===== src/rtl/vram_arbiter.sv =====
// vram_arbiter: single-port frame-buffer arbiter.
// Scan-out fetches always win and see a fixed 3-cycle read latency. Leftover
// slots alternate between the pixel writer and the readback reader. A one-hot
// tag rides a two-stage pipeline next to the RAM command so returning data can
// be steered to the right consumer.
module vram_arbiter #(
  parameter int ADDR_W        = 17,
  parameter int DATA_W        = 12,
  parameter bit WR_BLANK_ONLY = 1'b0
) (
  input  logic              clk,
  input  logic              rst,
  input  logic              blank,
  input  logic              pix_req,
  input  logic [ADDR_W-1:0] pix_addr,
  output logic              pix_valid,
  output logic [DATA_W-1:0] pix_data,
  input  logic              wr_req,
  input  logic [ADDR_W-1:0] wr_addr,
  input  logic [DATA_W-1:0] wr_data,
  output logic              wr_gnt,
  input  logic              rd_req,
  input  logic [ADDR_W-1:0] rd_addr,
  output logic              rd_gnt,
  output logic              rd_valid,
  output logic [DATA_W-1:0] rd_data,
  output logic              ram_en,
  output logic              ram_we,
  output logic [ADDR_W-1:0] ram_addr,
  output logic [DATA_W-1:0] ram_wdata,
  input  logic [DATA_W-1:0] ram_rdata
);

  localparam int         TAG_W    = 3;
  localparam logic [2:0] TAG_NONE = 3'b001;
  localparam logic [2:0] TAG_RD   = 3'b010;
  localparam logic [2:0] TAG_PIX  = 3'b100;

  logic             wr_elig;
  logic             pix_sel;
  logic             wr_sel;
  logic             rd_sel;
  logic             last_wr;
  logic [TAG_W-1:0] tag_p0;
  logic [TAG_W-1:0] tag_p1;

  // Pick at most one requester per cycle: scan-out first, then round-robin.
  always_comb begin
    wr_elig = wr_req && (!WR_BLANK_ONLY || blank);
    pix_sel = 1'b0;
    wr_sel  = 1'b0;
    rd_sel  = 1'b0;
    if (!rst) begin
      if (pix_req) begin
        pix_sel = 1'b1;
      end else if (wr_elig && rd_req) begin
        wr_sel = !last_wr;
        rd_sel = last_wr;
      end else begin
        wr_sel = wr_elig;
        rd_sel = rd_req;
      end
    end
  end

  assign wr_gnt = wr_sel;
  assign rd_gnt = rd_sel;

  // Round-robin pointer only moves on writer/reader grants, never on fetches.
  always_ff @(posedge clk) begin
    if (rst) begin
      last_wr <= 1'b0;
    end else if (wr_sel) begin
      last_wr <= 1'b1;
    end else if (rd_sel) begin
      last_wr <= 1'b0;
    end
  end

  // ---- stage p0: registered RAM command and its routing tag ----
  // Register the winning command onto the RAM port.
  always_ff @(posedge clk) begin
    if (rst) begin
      ram_en    <= 1'b0;
      ram_we    <= 1'b0;
      ram_addr  <= '0;
      ram_wdata <= '0;
      tag_p0    <= TAG_NONE;
    end else begin
      ram_en <= pix_sel || wr_sel || rd_sel;
      ram_we <= wr_sel;
      if (pix_sel) begin
        ram_addr <= pix_addr;
      end else if (wr_sel) begin
        ram_addr  <= wr_addr;
        ram_wdata <= wr_data;
      end else if (rd_sel) begin
        ram_addr <= rd_addr;
      end
      if (pix_sel) begin
        tag_p0 <= TAG_PIX;
      end else if (rd_sel) begin
        tag_p0 <= TAG_RD;
      end else begin
        tag_p0 <= TAG_NONE;
      end
    end
  end

  // ---- stage p1: tag aligned with ram_rdata ----
  // Delay the tag by the RAM's one-cycle read latency; reset drops in-flight reads.
  always_ff @(posedge clk) begin
    if (rst) begin
      tag_p1 <= TAG_NONE;
    end else begin
      tag_p1 <= tag_p0;
    end
  end

  // ---- stage p2: steer returned data to its consumer ----
  // Capture read data for whichever consumer the tag names; data holds otherwise.
  always_ff @(posedge clk) begin
    if (rst) begin
      pix_valid <= 1'b0;
      rd_valid  <= 1'b0;
      pix_data  <= '0;
      rd_data   <= '0;
    end else begin
      pix_valid <= 1'b0;
      rd_valid  <= 1'b0;
      case (tag_p1)
        TAG_PIX: begin
          pix_valid <= 1'b1;
          pix_data  <= ram_rdata;
        end
        TAG_RD: begin
          rd_valid <= 1'b1;
          rd_data  <= ram_rdata;
        end
        default: ;
      endcase
    end
  end

endmodule


===== config.mk =====
export PLATFORM = sky130hd
export DESIGN_NAME = vram_arbiter
export DESIGN_NICKNAME = d
export VERILOG_FILES = /design/src/rtl/vram_arbiter.sv
export SDC_FILE = /design/constraint.sdc
export NUM_CORES = 1
export LEC_CHECK = 0
export ABC_AREA = 1
export BUFFER_PORTS_ARGS = -buffer_cell sky130_fd_sc_hd__clkbuf_2
export CORE_UTILIZATION = 35
export CTS_CLUSTER_DIAMETER = 60
export DETAILED_ROUTE_END_ITERATION = 8
export PLACE_DENSITY = 0.73
export SLEW_MARGIN = 20
export SYNTH_ARGS = -nofsm -noshare
export SYNTH_HDL_FRONTEND = slang
export SYNTH_SLANG_ARGS = --single-unit

===== constraint.sdc =====
create_clock -name clk -period 1.35 [get_ports clk]
set_input_delay 0 -clock clk [delete_from_list [all_inputs] [get_ports clk]]
set_output_delay 0 -clock clk [all_outputs]
set_load 0.02 [all_outputs]

== After elaboration in Yosys (flattened, before gate mapping) ==
Index checks and enable logic that the tools add are counted.
Storage, ports and cells
  flip-flop bits (word level): 64
  input port bits: 81
  output and inout port bits: 59
Operators by class
  equal/unequal tests: 2
  mux-type cells: 17
  bitwise logic cells: 1
  reductions and logical operators: 8
Operators by type and width (number)
  two-way mux 17 bit: 3
  two-way mux 1 bit: 12
  == test 3 x 2 -> 1 bit (second input constant): 1
  == test 3 bit (second input constant): 1
  two-way mux 3 bit: 1
  nonzero test 3 bit: 1
  logical OR 1 bit: 2
  two-way mux 2 bit: 1
  AND reduction 2 bit: 1
  nonzero test 2 bit: 1
  OR reduction 2 bit: 1
  logical AND 1 bit: 1
  zero test 1 bit: 1
  inverter 1 bit: 1

== Depth between registers and ports, before layout ==
Gate-level depths: netlist of the first run.
  depth in word-level cells: 7
  mapped depth: 9

== Worst setup path after synthesis of the first run ==
OpenSTA, ideal clock, no wires.
  kind: register -> register
  start: register last_wr
  end: register ram_addr[10]
  library setup time: 115 ps
  arrival: 1142 ps
  data required time: 1235 ps
  slack: 93 ps
  cell stages (with the launch flop): 8
  path through: dfxtp_1 > nand2_1 > nand3_2 > nand3_2 > buf_6 > buf_6 > o21ai_1 > nor2_1
Between the ends
  word-level cells in the longest chain between the ends: 6
  elaborated cells between the ends (all ways): 10
RTL lines
  start: declaration: line 43  | logic last_wr;
  start signal: assignment: line 72  | last_wr <= 1'b0;
  start signal: assignment: line 74  | last_wr <= 1'b1;
  start signal: assignment: line 76  | last_wr <= 1'b0;
  zero test 1 bit: line 57  | wr_sel = !last_wr;
  two-way mux 1 bit: line 56  | end else if (wr_elig && rd_req) begin
  two-way mux 1 bit: line 54  | if (pix_req) begin
  two-way mux 1 bit: line 53  | if (!rst) begin
  two-way mux 17 bit: line 94  | end else if (wr_sel) begin
  two-way mux 17 bit: line 92  | if (pix_sel) begin
  end signal: assignment: line 93  | ram_addr <= pix_addr;
  end signal: assignment: line 95  | ram_addr <= wr_addr;
  end signal: assignment: line 98  | ram_addr <= rd_addr;
  end: declaration: line 29  | output logic [ADDR_W-1:0] ram_addr,
Parallel ways exist; a longest one is shown, timed or not.
A chain may end at the register's enable or synchronous reset.

== Worst setup path after layout of the first run ==
  start: input port pix_req
  end: register ram_addr[7]
Between the ends
  word-level cells in the longest chain between the ends: 4
  elaborated cells between the ends (all ways): 9
RTL lines
  start: declaration: line 14  | input logic pix_req,
  two-way mux 1 bit: line 54
  two-way mux 1 bit: line 53
  two-way mux 17 bit: line 94
  two-way mux 17 bit: line 92
Parallel ways exist; a longest one is shown, timed or not.

==> results of run 1 <==
critical path: cells and delay by family:
kind / cells / cell delay [ns]
buf+inv: 3 / 0.91
simple gates: 6 / 0.56
cell usage in the layout (no fill, tap or decap), drive strengths merged:
| cell | Yosys | layout |
|---|---|---|
| dlygate4sd3 | 0 | 50 |
| clkinvlp | 0 | 1 |
| a21oi | 18 | 18 |
| nor2 | 81 | 81 |
| or2 | 1 | 1 |
| nand3 | 20 | 20 |
| buf | 14 | 18 |
| inv | 56 | 56 |
| nand2 | 87 | 87 |
| clkinv | 0 | 2 |
| nand3b | 1 | 1 |
| clkbuf | 11 | 148 |
| dfxtp | 64 | 64 |
| o31ai | 1 | 1 |
| o21ai | 35 | 35 |
| nand4 | 23 | 23 |
per-layer routing:
layer / track usage [%] / part of all wire [%]
met3: 5.47 / 6.6
met1: 23.5 / 43
met5: 0 / 0
met2: 36.7 / 50
met4: 7.29 / 0.77
power groups by stage:
stage / Sequential (uW) / Clock, uW / Combinational, uW
4_1_cts: 2030 / 1490 / 874
5_1_grt: 2040 / 1570 / 980
3_5_place_dp: 2080 / 0 / 752
3_3_place_gp: 2070 / 0 / 740
6_report: 2040 / 1450 / 888
2_1_floorplan: 2180 / 0 / 351
cell type report:
cell class	instances	area share [%]
Clock buffer	12	3.55
Multi-Input combinational cell	267	27.8
Clock inverter	3	0.401
Sequential cell	64	29.3
Tap cell	102	2.92
Inverter	56	4.81
Timing Repair Buffer	204	31.2
registers in the layout, summed over array words and instances, names as in the netlist:
register	flops
last_wr	1
pix_data	12
pix_valid	1
ram_addr	17
ram_en	1
ram_wdata	12
ram_we	1
rd_data	12
rd_valid	1
tag_p0	3
tag_p1	3
through the flow:
stage | hold WS (ns) | total power, uW | TNS [ns] | setup WS, ns
6_report | 0.000349 | 4370 | 0 | 0.0804
5_1_grt | 0.0264 | 4590 | -0.0159 | -0.0149
4_1_cts | 0.000121 | 4400 | 0 | 0.0102
3_5_place_dp | 0.204 | 2830 | 0 | 0.191
3_3_place_gp | 0.196 | 2810 | 0 | 0.237
2_1_floorplan | 0.0724 | 2530 | 0 | 0.0931
cells by family (layout without fill, tap and decap cells):
kind of cell           after synthesis  after routing
and+or+nand+nor                    213            213
buffers and inverters               81            275
DFF                                 64             64
AOI/OAI and AO/OA                   54             54
how the worst min path moves through the flow:
stage | start | to | slack [ns]
floorplan | pix_req | tag_p0[1]$_SDFF_PP0_ | 0.07
finish | rd_addr[12] | ram_addr[12]$_SDFFE_PP0P_ | 0.0003
detailed placement | wr_data[8] | ram_wdata[8]$_SDFFE_PP0P_ | 0.20
global route | rd_addr[10] | ram_addr[10]$_SDFFE_PP0P_ | 0.03
global placement | wr_data[5] | ram_wdata[5]$_SDFFE_PP0P_ | 0.20
CTS | rd_addr[12] | ram_addr[12]$_SDFFE_PP0P_ | 0.0001
repair_timing:
action,CTS,global route
hold buffers,49,1
endpoints found under the hold margin,53,1
buffers inserted,1,1
endpoints found under the setup margin,2,17
gates resized for setup,6,9
pin swaps,1,1
==> results.sh, run 1 <==
export IMPL_fmax_ghz=0.788
export IMPL_syn2layout_area_growth_pct=54.9
export IMPL_synth_area_mm2=0.00282
export IMPL_wire_per_inst_um=12.2
export IMPL_maxSlewViolCount=0
export IMPL_critPathLaunch="pix_req"
export IMPL_clk_insertion_delay_late_ns=0.34
export IMPL_hold_class="in2reg"
export IMPL_r2r_start="last_wr$_SDFFE_PP0P_"
export IMPL_switching_share_pct=28.3
export IMPL_synth_top_family_by_area="simple AND/OR/NAND/NOR gates"
export IMPL_multi_input_area_mm2=0.00121
export IMPL_first_pass_iters=5
export IMPL_seq_area_mm2=0.00128
export IMPL_drv_cap=0
export IMPL_root_buffer="clkbuf_8"
export IMPL_fin_crit_sh_pct=94.0
export IMPL_grt_overflow_total=0
export IMPL_p_seq_share_pct=46.5
export IMPL_finClkSkew_ns=0.00844
export IMPL_viasPerCell=4.59
export IMPL_dieArea_mm2=0.00843
export IMPL_yosysMostFrequentCell="nand2_1"
export IMPL_synthArstFlopShare_pct=0
export IMPL_hold_violations=0
export IMPL_slowest_stage="dlygate4sd3_1"
export IMPL_p_clk_share_pct=33.1
export IMPL_start_util_pct=36.3
export IMPL_post_route_util_pct=56.3
export IMPL_diodes=0
export IMPL_synthMuxAreaShare_pct=0
export IMPL_wl_um=8600
export IMPL_synth_edf_count=0
export IMPL_synthSimpleGateAreaFrac_pct=32.8
export IMPL_crit_fanout=27
export IMPL_outcome="finished, final reports clean"
export IMPL_crit_required_ns=1.58
export IMPL_yosys_most_used_dff="dfxtp_1"
export IMPL_ff2ff_path_depth=9
export IMPL_pwr_density_cell_mw_per_mm2=1000
export IMPL_r2r_slack_ns=0.12
export IMPL_critPathArrivalTime_ns=1.50
export IMPL_synth_xor_area_share_pct=0
export IMPL_grt_pass1_wl_um=13500
export IMPL_power_switching_uw=1240
export IMPL_route_detailed_drc=0
export IMPL_die_w_um=91.8
export IMPL_synth_seq_cells=64
export IMPL_hold_depth=5
export IMPL_ir_worst_vdd_uv=459
export IMPL_rsz0062_at_grt="yes"
export IMPL_yosysUniqueCellTypes=23
export IMPL_netlist_top_cells_count="nand2_1 (86), nor2_1 (78), dfxtp_1 (64), inv_1 (53), o21ai_0 (26)"
export IMPL_fillers=720
export IMPL_yosysTopAreaCell="dfxtp_1"
export IMPL_synthesis_nets=493
export IMPL_cp_end_kind="flip-flop"
export IMPL_synth_fa_ha_area_share_pct=0
export IMPL_fin_cells=708
export IMPL_cp_start_kind="primary input"
export IMPL_synth_top_cells_by_area="dfxtp_1 (45%), nand2_1 (11%), nor2_1 (10%), inv_1 (7.0%), nand4_1 (5.1%)"
export IMPL_dp_cells=641
export IMPL_num_vias=3247
export IMPL_worstMarginPinSlew_ns=0.414
export IMPL_clk_pin_slew_ns=0.07
export IMPL_setup_viol=0
export IMPL_leakage_uw=0.00228
export IMPL_grt_pass1_vias=2993
export IMPL_gp_congestion=0.783
export IMPL_syn_avg_cell_area_um2=6.85
export IMPL_antenna_left=0
export IMPL_h_tree_depth=3
export IMPL_endpoint="ram_addr[7]$_SDFFE_PP0P_"
export IMPL_ys_warn_count=0
export IMPL_crit_type="in2reg"
export IMPL_postLayoutCellArea_mm2=0.00437
export IMPL_relSlewSlack_pct=72.4
export IMPL_crit_path_max_incr_delay_ns=0.55
export IMPL_clk_path_buf_depth=2
export IMPL_die_y_um=91.8
export IMPL_grt_max_degree=28
export IMPL_portBuffers=138
export IMPL_core_mm2=0.00777
export IMPL_io_pins=140
export IMPL_synth_compound_area_share_pct=9.66
export IMPL_synth_top_area_share_pct=45.4
export IMPL_grt_usage_pct=20.5
export IMPL_cts_sinks=64
export IMPL_ys_seq_area_share_pct=45.4
export IMPL_nets=683
export IMPL_numCtsBuffers=9
export IMPL_placed_cell_area_mm2=0.00364
export IMPL_combPwrFrac_pct=20.3
export IMPL_final_layout_size_suffix_gt1_share_pct=30.2
export IMPL_timing_rr_end="ram_addr[3]$_SDFFE_PP0P_"
export IMPL_row_count=32
export IMPL_antenna_found_initial=0
export IMPL_place_hpwl_um=5580
export IMPL_internal_power_uw=3140
export IMPL_path_cells="dlygate4sd3_1 > buf_4 > nor2_8 > nand3_2 > nand3_2 > buf_12 > nand2_1 > nor2_1 > nor2_1"
export IMPL_finalCriticalPeriod_ns=1.27
export IMPL_cts_tree="yes"
export IMPL_drtIter0Drc=128
export IMPL_syn_inst=412
Power figures use the tool's default switching activity.
==> run 2: changes to the inputs <==
--- a/config.mk
+++ b/config.mk
@@ -7,10 +7,13 @@
 export LEC_CHECK = 0
 export ABC_AREA = 1
 export BUFFER_PORTS_ARGS = -buffer_cell sky130_fd_sc_hd__clkbuf_2
-export CORE_UTILIZATION = 35
+export CELL_PAD_IN_SITES_DETAIL_PLACEMENT = 1
+export CELL_PAD_IN_SITES_GLOBAL_PLACEMENT = 1
+export CORE_UTILIZATION = 30
 export CTS_CLUSTER_DIAMETER = 60
 export DETAILED_ROUTE_END_ITERATION = 8
-export PLACE_DENSITY = 0.73
+export GPL_ROUTABILITY_DRIVEN = 1
+export PLACE_DENSITY = 0.85
 export SLEW_MARGIN = 20
 export SYNTH_ARGS = -nofsm -noshare
 export SYNTH_HDL_FRONTEND = slang
==> constraint.sdc (replaced) <==
create_clock -name clk -period 1.36 [get_ports clk]
set_input_delay 0 -clock clk [delete_from_list [all_inputs] [get_ports clk]]
set_output_delay 0 -clock clk [all_outputs]
set_load 0.02 [all_outputs]
==> run 2 against run 1 <==
Net effect: largest power group unchanged; hold slack improved by 0.0071 ns; total power grew 9.7%; the flow now finishes with violations (DRC); clock power grew 30%; clock skew shrank 0.0032 ns; critical endpoint is now wr_gnt; register-to-register slack improved by 0.02 ns.
==> results.sh, run 2 (synthesis gave the netlist of run 1 again) <==
export IMPL_power_switching_uw=1340
export IMPL_whs_ns=0.00740
export IMPL_cts_sinks=64
export IMPL_rsz0062_at_grt="no"
export IMPL_portBuffers=138
export IMPL_wl_um=10300
export IMPL_diodes=0
export IMPL_r2r_slack_ns=0.14
export IMPL_final_common_cell="clkbuf_2"
export IMPL_timing_final_ws_setup_ns=0.0609
export IMPL_leakage_uw=0.00230
export IMPL_pwr_density_cell_mw_per_mm2=1080
export IMPL_cp_start_kind="flip-flop"
export IMPL_dpl_worst_slack_ns=0.0379
export IMPL_route_detailed_drc=1
export IMPL_grt_max_degree=54
export IMPL_post_route_util_pct=48.4
export IMPL_crit_required_ns=1.36
export IMPL_p_seq_share_pct=42.1
export IMPL_ir_worst_vdd_uv=427
export IMPL_grt_pass1_vias=3488
export IMPL_drv_cap=0
export IMPL_fin_crit_sh_pct=95.5
export IMPL_clk_path_buf_depth=2
export IMPL_core_mm2=0.00920
export IMPL_start_util_pct=30.7
export IMPL_crit_type="reg2out"
export IMPL_top_usage_layer="met2"
export IMPL_use_met2_pct=40.8
export IMPL_hold_violations=0
export IMPL_num_vias=3375
export IMPL_grt_pass1_wl_um=16000
export IMPL_gp_congestion=0.801
export IMPL_nets=686
export IMPL_relSlewSlack_pct=82.2
export IMPL_cp_end_kind="output pin"
export IMPL_hold_class="in2reg"
export IMPL_wire_per_inst_um=14.2
export IMPL_syn2layout_area_growth_pct=57.8
export IMPL_crit_fanout=8
export IMPL_gr_usage_met3_pct=3.19
export IMPL_fillers=1176
export IMPL_grt_met1_usage_pct=21.3
export IMPL_dieArea_mm2=0.00980
export IMPL_fmax_ghz=0.770
export IMPL_final_layout_size_suffix_gt1_share_pct=31.5
export IMPL_largest_reg_flops=17
export IMPL_die_y_um=99
export IMPL_mostFrequentLayoutCells="clkbuf_2 (136), nand2_1 (83), nor2_1 (77)"
export IMPL_place_hpwl_um=6710
export IMPL_grt_overflow_total=0
export IMPL_worstMarginPinSlew_ns=0.264
export IMPL_first_pass_iters=6
export IMPL_switching_share_pct=28.0
export IMPL_internal_power_uw=3460
export IMPL_p_clk_share_pct=39.2
export IMPL_antenna_found_initial=0
export IMPL_finalPower_uw=4800
export IMPL_clk_insertion_delay_late_ns=0.34
export IMPL_outcome="finished, violations left"
export IMPL_h_tree_depth=3
export IMPL_top_register="ram_addr"
export IMPL_finalCriticalPeriod_ns=1.30
export IMPL_setup_viol=0
export IMPL_clk_pin_slew_ns=0.08
export IMPL_antenna_left=0
export IMPL_fin_setup_tns_ns=0
export IMPL_numCtsBuffers=9
export IMPL_maxSlewViolCount=0
export IMPL_violations="DRC"
export IMPL_die_w_um=99
export IMPL_row_count=35
export IMPL_viasPerCell=4.68
export IMPL_cts_tree="yes"
export IMPL_io_pins=140
export IMPL_drtIter0Drc=52
export IMPL_combPwrFrac_pct=18.7
export IMPL_grt_usage_pct=20.8
export IMPL_critPathArrivalTime_ns=1.30
export IMPL_root_buffer="clkbuf_8"
export IMPL_finClkSkew_ns=0.00520
run 2: critical path, stage by stage (launching register included):
cell      delay [ns]
dfxtp_2         0.33
nand2_2         0.10
nand2_2         0.08
nor2_4          0.14
buf_8           0.13
clkbuf_4        0.17
run 2: worst paths after layout:
| path | end | startpoint | cells past startpoint |
|---|---|---|---|
| hold / removal | ram_addr[12]$_SDFFE_PP0P_ | pix_addr[12] | 5 |
| setup reg to reg | ram_addr[12]$_SDFFE_PP0P_ | last_wr$_SDFFE_PP0P_ | 8 |
| setup / recovery | wr_gnt | last_wr$_SDFFE_PP0P_ | 5 |
| hold reg to reg | tag_p1[2]$_SDFF_PP0_ | tag_p0[2]$_SDFF_PP0_ | 2 |
run 2: metal layers:
layer  up-vias  part of all wire, %
met4         0                  2.7
met3        23                  4.4
met1      1563                   39
met5         -                    0
li1       1683                    -
met2       106                   54
run 2: cell type report:
type	count	area, um2	area share, %
Tap cell	111	139	3.12
Sequential cell	64	1280	28.8
Clock inverter	6	92.6	2.08
Clock buffer	10	138	3.09
Timing Repair inverter	1	5.00	0.112
Timing Repair Buffer	206	1370	30.7
Multi-Input combinational cell	267	1210	27.3
Inverter	56	214	4.80
run 2: power by group through the flow:
stage	clock (uW)	sequential, uW	combinational (uW)
3_3_place_gp	0	2060	738
3_5_place_dp	0	2060	762
4_1_cts	1920	2020	881
2_1_floorplan	0	2160	349
5_1_grt	2000	2030	989
6_report	1880	2020	898
run 2: metrics by stage:
stage	cell area (um2)	cells
after floorplan	2820	412
after global placement	3660	651
after detailed placement	3660	651
after CTS	4390	715
after global routing	4450	721
final	4450	721
run 2: timing repair:
| action | 4_1_cts | 5_1_grt |
|---|---|---|
| setup endpoints to repair | 2 | 5 |
| gates resized for setup | 8 | 6 |
| pin swaps | 1 | 1 |
| hold buffers | 47 | 0 |
| buffers inserted | 1 | 5 |
| hold endpoints to repair | 49 | 0 |
| cloned | 0 | 1 |
==> run 3: changes to the inputs <==
--- a/config.mk
+++ b/config.mk
@@ -5,15 +5,14 @@
 export SDC_FILE = /design/constraint.sdc
 export NUM_CORES = 1
 export LEC_CHECK = 0
-export ABC_AREA = 1
 export BUFFER_PORTS_ARGS = -buffer_cell sky130_fd_sc_hd__clkbuf_2
 export CELL_PAD_IN_SITES_DETAIL_PLACEMENT = 1
 export CELL_PAD_IN_SITES_GLOBAL_PLACEMENT = 1
-export CORE_UTILIZATION = 30
+export CORE_UTILIZATION = 33
 export CTS_CLUSTER_DIAMETER = 60
 export DETAILED_ROUTE_END_ITERATION = 8
 export GPL_ROUTABILITY_DRIVEN = 1
-export PLACE_DENSITY = 0.85
+export PLACE_DENSITY = 0.87
 export SLEW_MARGIN = 20
 export SYNTH_ARGS = -nofsm -noshare
 export SYNTH_HDL_FRONTEND = slang
==> run 3 against run 2 <==
Net effect: the run ends with setup timing left; area after synthesis is 3.8% higher; non-clock buffer count is 5 lower; clock power is 10% higher; die area is 5.5% lower; register-to-register slack worse by 0.19 ns; wire length is 3.7% higher; largest power group is now the clock network.
==> results.sh, run 3 <==
export IMPL_ff2ff_path_depth=6
export IMPL_rsz0062_at_grt="yes"
export IMPL_num_vias=3224
export IMPL_critPathArrivalTime_ns=1.64
export IMPL_synth_area_mm2=0.00293
export IMPL_finalCriticalPeriod_ns=1.41
export IMPL_r2r_start="last_wr$_SDFFE_PP0P_"
export IMPL_clk_insertion_delay_late_ns=0.34
export IMPL_crit_buf_inv=3
export IMPL_root_buffer="clkbuf_8"
export IMPL_viasPerCell=5.12
export IMPL_place_hpwl_um=6420
export IMPL_die_w_um=96.2
export IMPL_hold_end="ram_addr[10]$_SDFFE_PP0P_"
export IMPL_syn2layout_area_growth_pct=57.2
export IMPL_leakage_uw=0.00211
export IMPL_pwr_density_cell_mw_per_mm2=1070
export IMPL_cts_sinks=64
export IMPL_yosysTopAreaCell="dfxtp_1"
export IMPL_wire_per_inst_um=16.9
export IMPL_synthesis_nets=418
export IMPL_synthArstFlopShare_pct=0
export IMPL_synth_edf_count=0
export IMPL_path_depth=6
export IMPL_ys_warn_count=0
export IMPL_gp_congestion=0.709
export IMPL_wl_um=10600
export IMPL_outcome="finished, violations left"
export IMPL_r2r_slack_ns=-0.05
export IMPL_drtIter0Drc=94
export IMPL_row_count=34
export IMPL_ir_worst_vdd_uv=521
export IMPL_yosysMostFrequentCell="dfxtp_1"
export IMPL_crit_fanout=8
export IMPL_fin_cells=630
export IMPL_finClkSkew_ns=0.00856
export IMPL_largest_reg_flops=17
export IMPL_first_pass_iters=4
export IMPL_core_mm2=0.00868
export IMPL_syn_avg_cell_area_um2=8.70
export IMPL_hold_violations=0
export IMPL_synth_seq_cells=64
export IMPL_clk_path_buf_depth=2
export IMPL_maxSlewViolCount=0
export IMPL_mostFrequentLayoutCells="clkbuf_2 (136), dfxtp_1 (63), dlygate4sd3_1 (39)"
export IMPL_yosysUniqueCellTypes=28
export IMPL_ys_seq_area_share_pct=43.7
export IMPL_portBuffers=138
export IMPL_top_register="ram_addr"
export IMPL_h_tree_depth=3
export IMPL_hold_class="in2reg"
export IMPL_dp_cells=567
export IMPL_drv_cap=0
export IMPL_grt_overflow_total=0
export IMPL_netlist_top_cells_count="dfxtp_1 (64), nand2_1 (34), nor2_1 (25), mux2i_1 (24), nor2b_1 (22)"
export IMPL_cp_end_kind="flip-flop"
export IMPL_clk_pin_slew_ns=0.08
export IMPL_start_util_pct=33.8
export IMPL_nets=598
export IMPL_crit_type="reg2reg"
export IMPL_grt_usage_pct=22.3
export IMPL_crit_required_ns=1.59
export IMPL_crit_family="buffers and inverters"
export IMPL_cp_start_kind="flip-flop"
export IMPL_relSlewSlack_pct=71.4
export IMPL_final_common_cell="clkbuf_2"
export IMPL_numCtsBuffers=9
export IMPL_synth_top_cells_by_area="dfxtp_1 (44%), mux2i_1 (8.2%), o31a_1 (5.1%), nor2b_1 (4.7%), nand2_1 (4.4%)"
export IMPL_setup_viol=15
export IMPL_route_detailed_drc=0
export IMPL_final_layout_size_suffix_gt1_share_pct=37.5
export IMPL_die_y_um=96.2
export IMPL_timing_final_ws_setup_ns=-0.0490
export IMPL_fin_crit_sh_pct=104
export IMPL_syn_inst=337
export IMPL_diodes=0
export IMPL_cts_tree="yes"
export IMPL_hold_depth=3
export IMPL_crit_path_max_incr_delay_ns=0.36
export IMPL_fmax_ghz=0.710
export IMPL_timing_rr_end="ram_addr[0]$_SDFFE_PP0P_"
export IMPL_grt_pass1_vias=3349
export IMPL_antenna_left=0
export IMPL_grt_pass1_wl_um=15700
export IMPL_antenna_found_initial=0
export IMPL_path_cells="a211oi_4 > buf_6 > buf_12 > clkbuf_16 > and3_1 > o31a_1"
export IMPL_min_from="rd_addr[10]"
export IMPL_worstMarginPinSlew_ns=0.429
export IMPL_dieArea_mm2=0.00926
export IMPL_synth_top_area_share_pct=43.7
export IMPL_finalPower_uw=4910
export IMPL_violations="setup timing"
export IMPL_grt_max_degree=43
export IMPL_io_pins=140
export IMPL_slowest_stage="dfxtp_4"
export IMPL_yosys_most_used_dff="dfxtp_1"
export IMPL_dpl_worst_slack_ns=-0.0716
## run 3: cell type report
cell class                 count  area [um2]
fill                        1047        4070
clock inverter                 6         115
sequential                    64        1280
tap                          108         135
timing repair buffer         201        1390
clock buffer                  10         138
inverter                       2        7.51
multi-input combinational    239        1530
## run 3: worst max-delay path by stage
| stage | from | slack (ns) | endpoint |
|---|---|---|---|
| final | last_wr$_SDFFE_PP0P_ | -0.05 | ram_addr[0]$_SDFFE_PP0P_ |
| after global routing | last_wr$_SDFFE_PP0P_ | -0.09 | ram_addr[16]$_SDFFE_PP0P_ |
| after CTS | last_wr$_SDFFE_PP0P_ | -0.08 | ram_addr[9]$_SDFFE_PP0P_ |
| after detailed placement | last_wr$_SDFFE_PP0P_ | -0.07 | ram_wdata[4]$_SDFFE_PP0P_ |
| after global placement | last_wr$_SDFFE_PP0P_ | 0.003 | ram_wdata[5]$_SDFFE_PP0P_ |
| after floorplan | last_wr$_SDFFE_PP0P_ | 0.07 | ram_wdata[0]$_SDFFE_PP0P_ |
## run 3: what timing repair did
item | CTS | global route
setup endpoints to repair | 27 | 28
pin swaps | 3 | 23
setup buffers | 4 | 1
hold endpoints to repair | 48 | 0
gates resized for setup | 10 | 22
cloned | 1 | 3
hold buffers | 39 | 0
## run 3: per-stage QoR
step	setup TNS [ns]	hold WS [ns]	utilization, %	area (um2)
global route	-1.30	0.0240	53.1	4610
detailed placement	-0.533	0.228	43.2	3750
floorplan	0	0.130	-	2930
CTS	-1.09	0.00136	51.3	4460
global placement	0	0.219	43.2	3750
finish	-0.394	0.0103	53.1	4610
## run 3: metal layers
| layer | GRT usage [%] | share of wire (%) |
|---|---|---|
| met1 | 23.7 | 39 |
| met2 | 42.1 | 52 |
| met3 | 5.06 | 6.1 |
| met4 | 8.83 | 2.5 |
| met5 | 0 | 0 |
## run 3: worst min-delay path, stage by stage
cell and delay (ns):
clkbuf_2 0.07, a21boi_1 0.13, o31a_1 0.11
## run 3: kinds of logic after synthesis
group | synth area share (%)
AO/OA/AOI/OAI | 12.8
AND/OR/NAND/NOR | 29.1
flip-flops | 43.7
multiplexers | 8.20
buffers and inverters | 6.19
## run 3: power breakdown
part / switching, uW / leakage (uW) / total [uW] / internal, uW
clock network: 788 / 0.000123 / 2070 / 1280
registers: 43.4 / 0.000524 / 1990 / 1950
logic: 435 / 0.00146 / 847 / 411
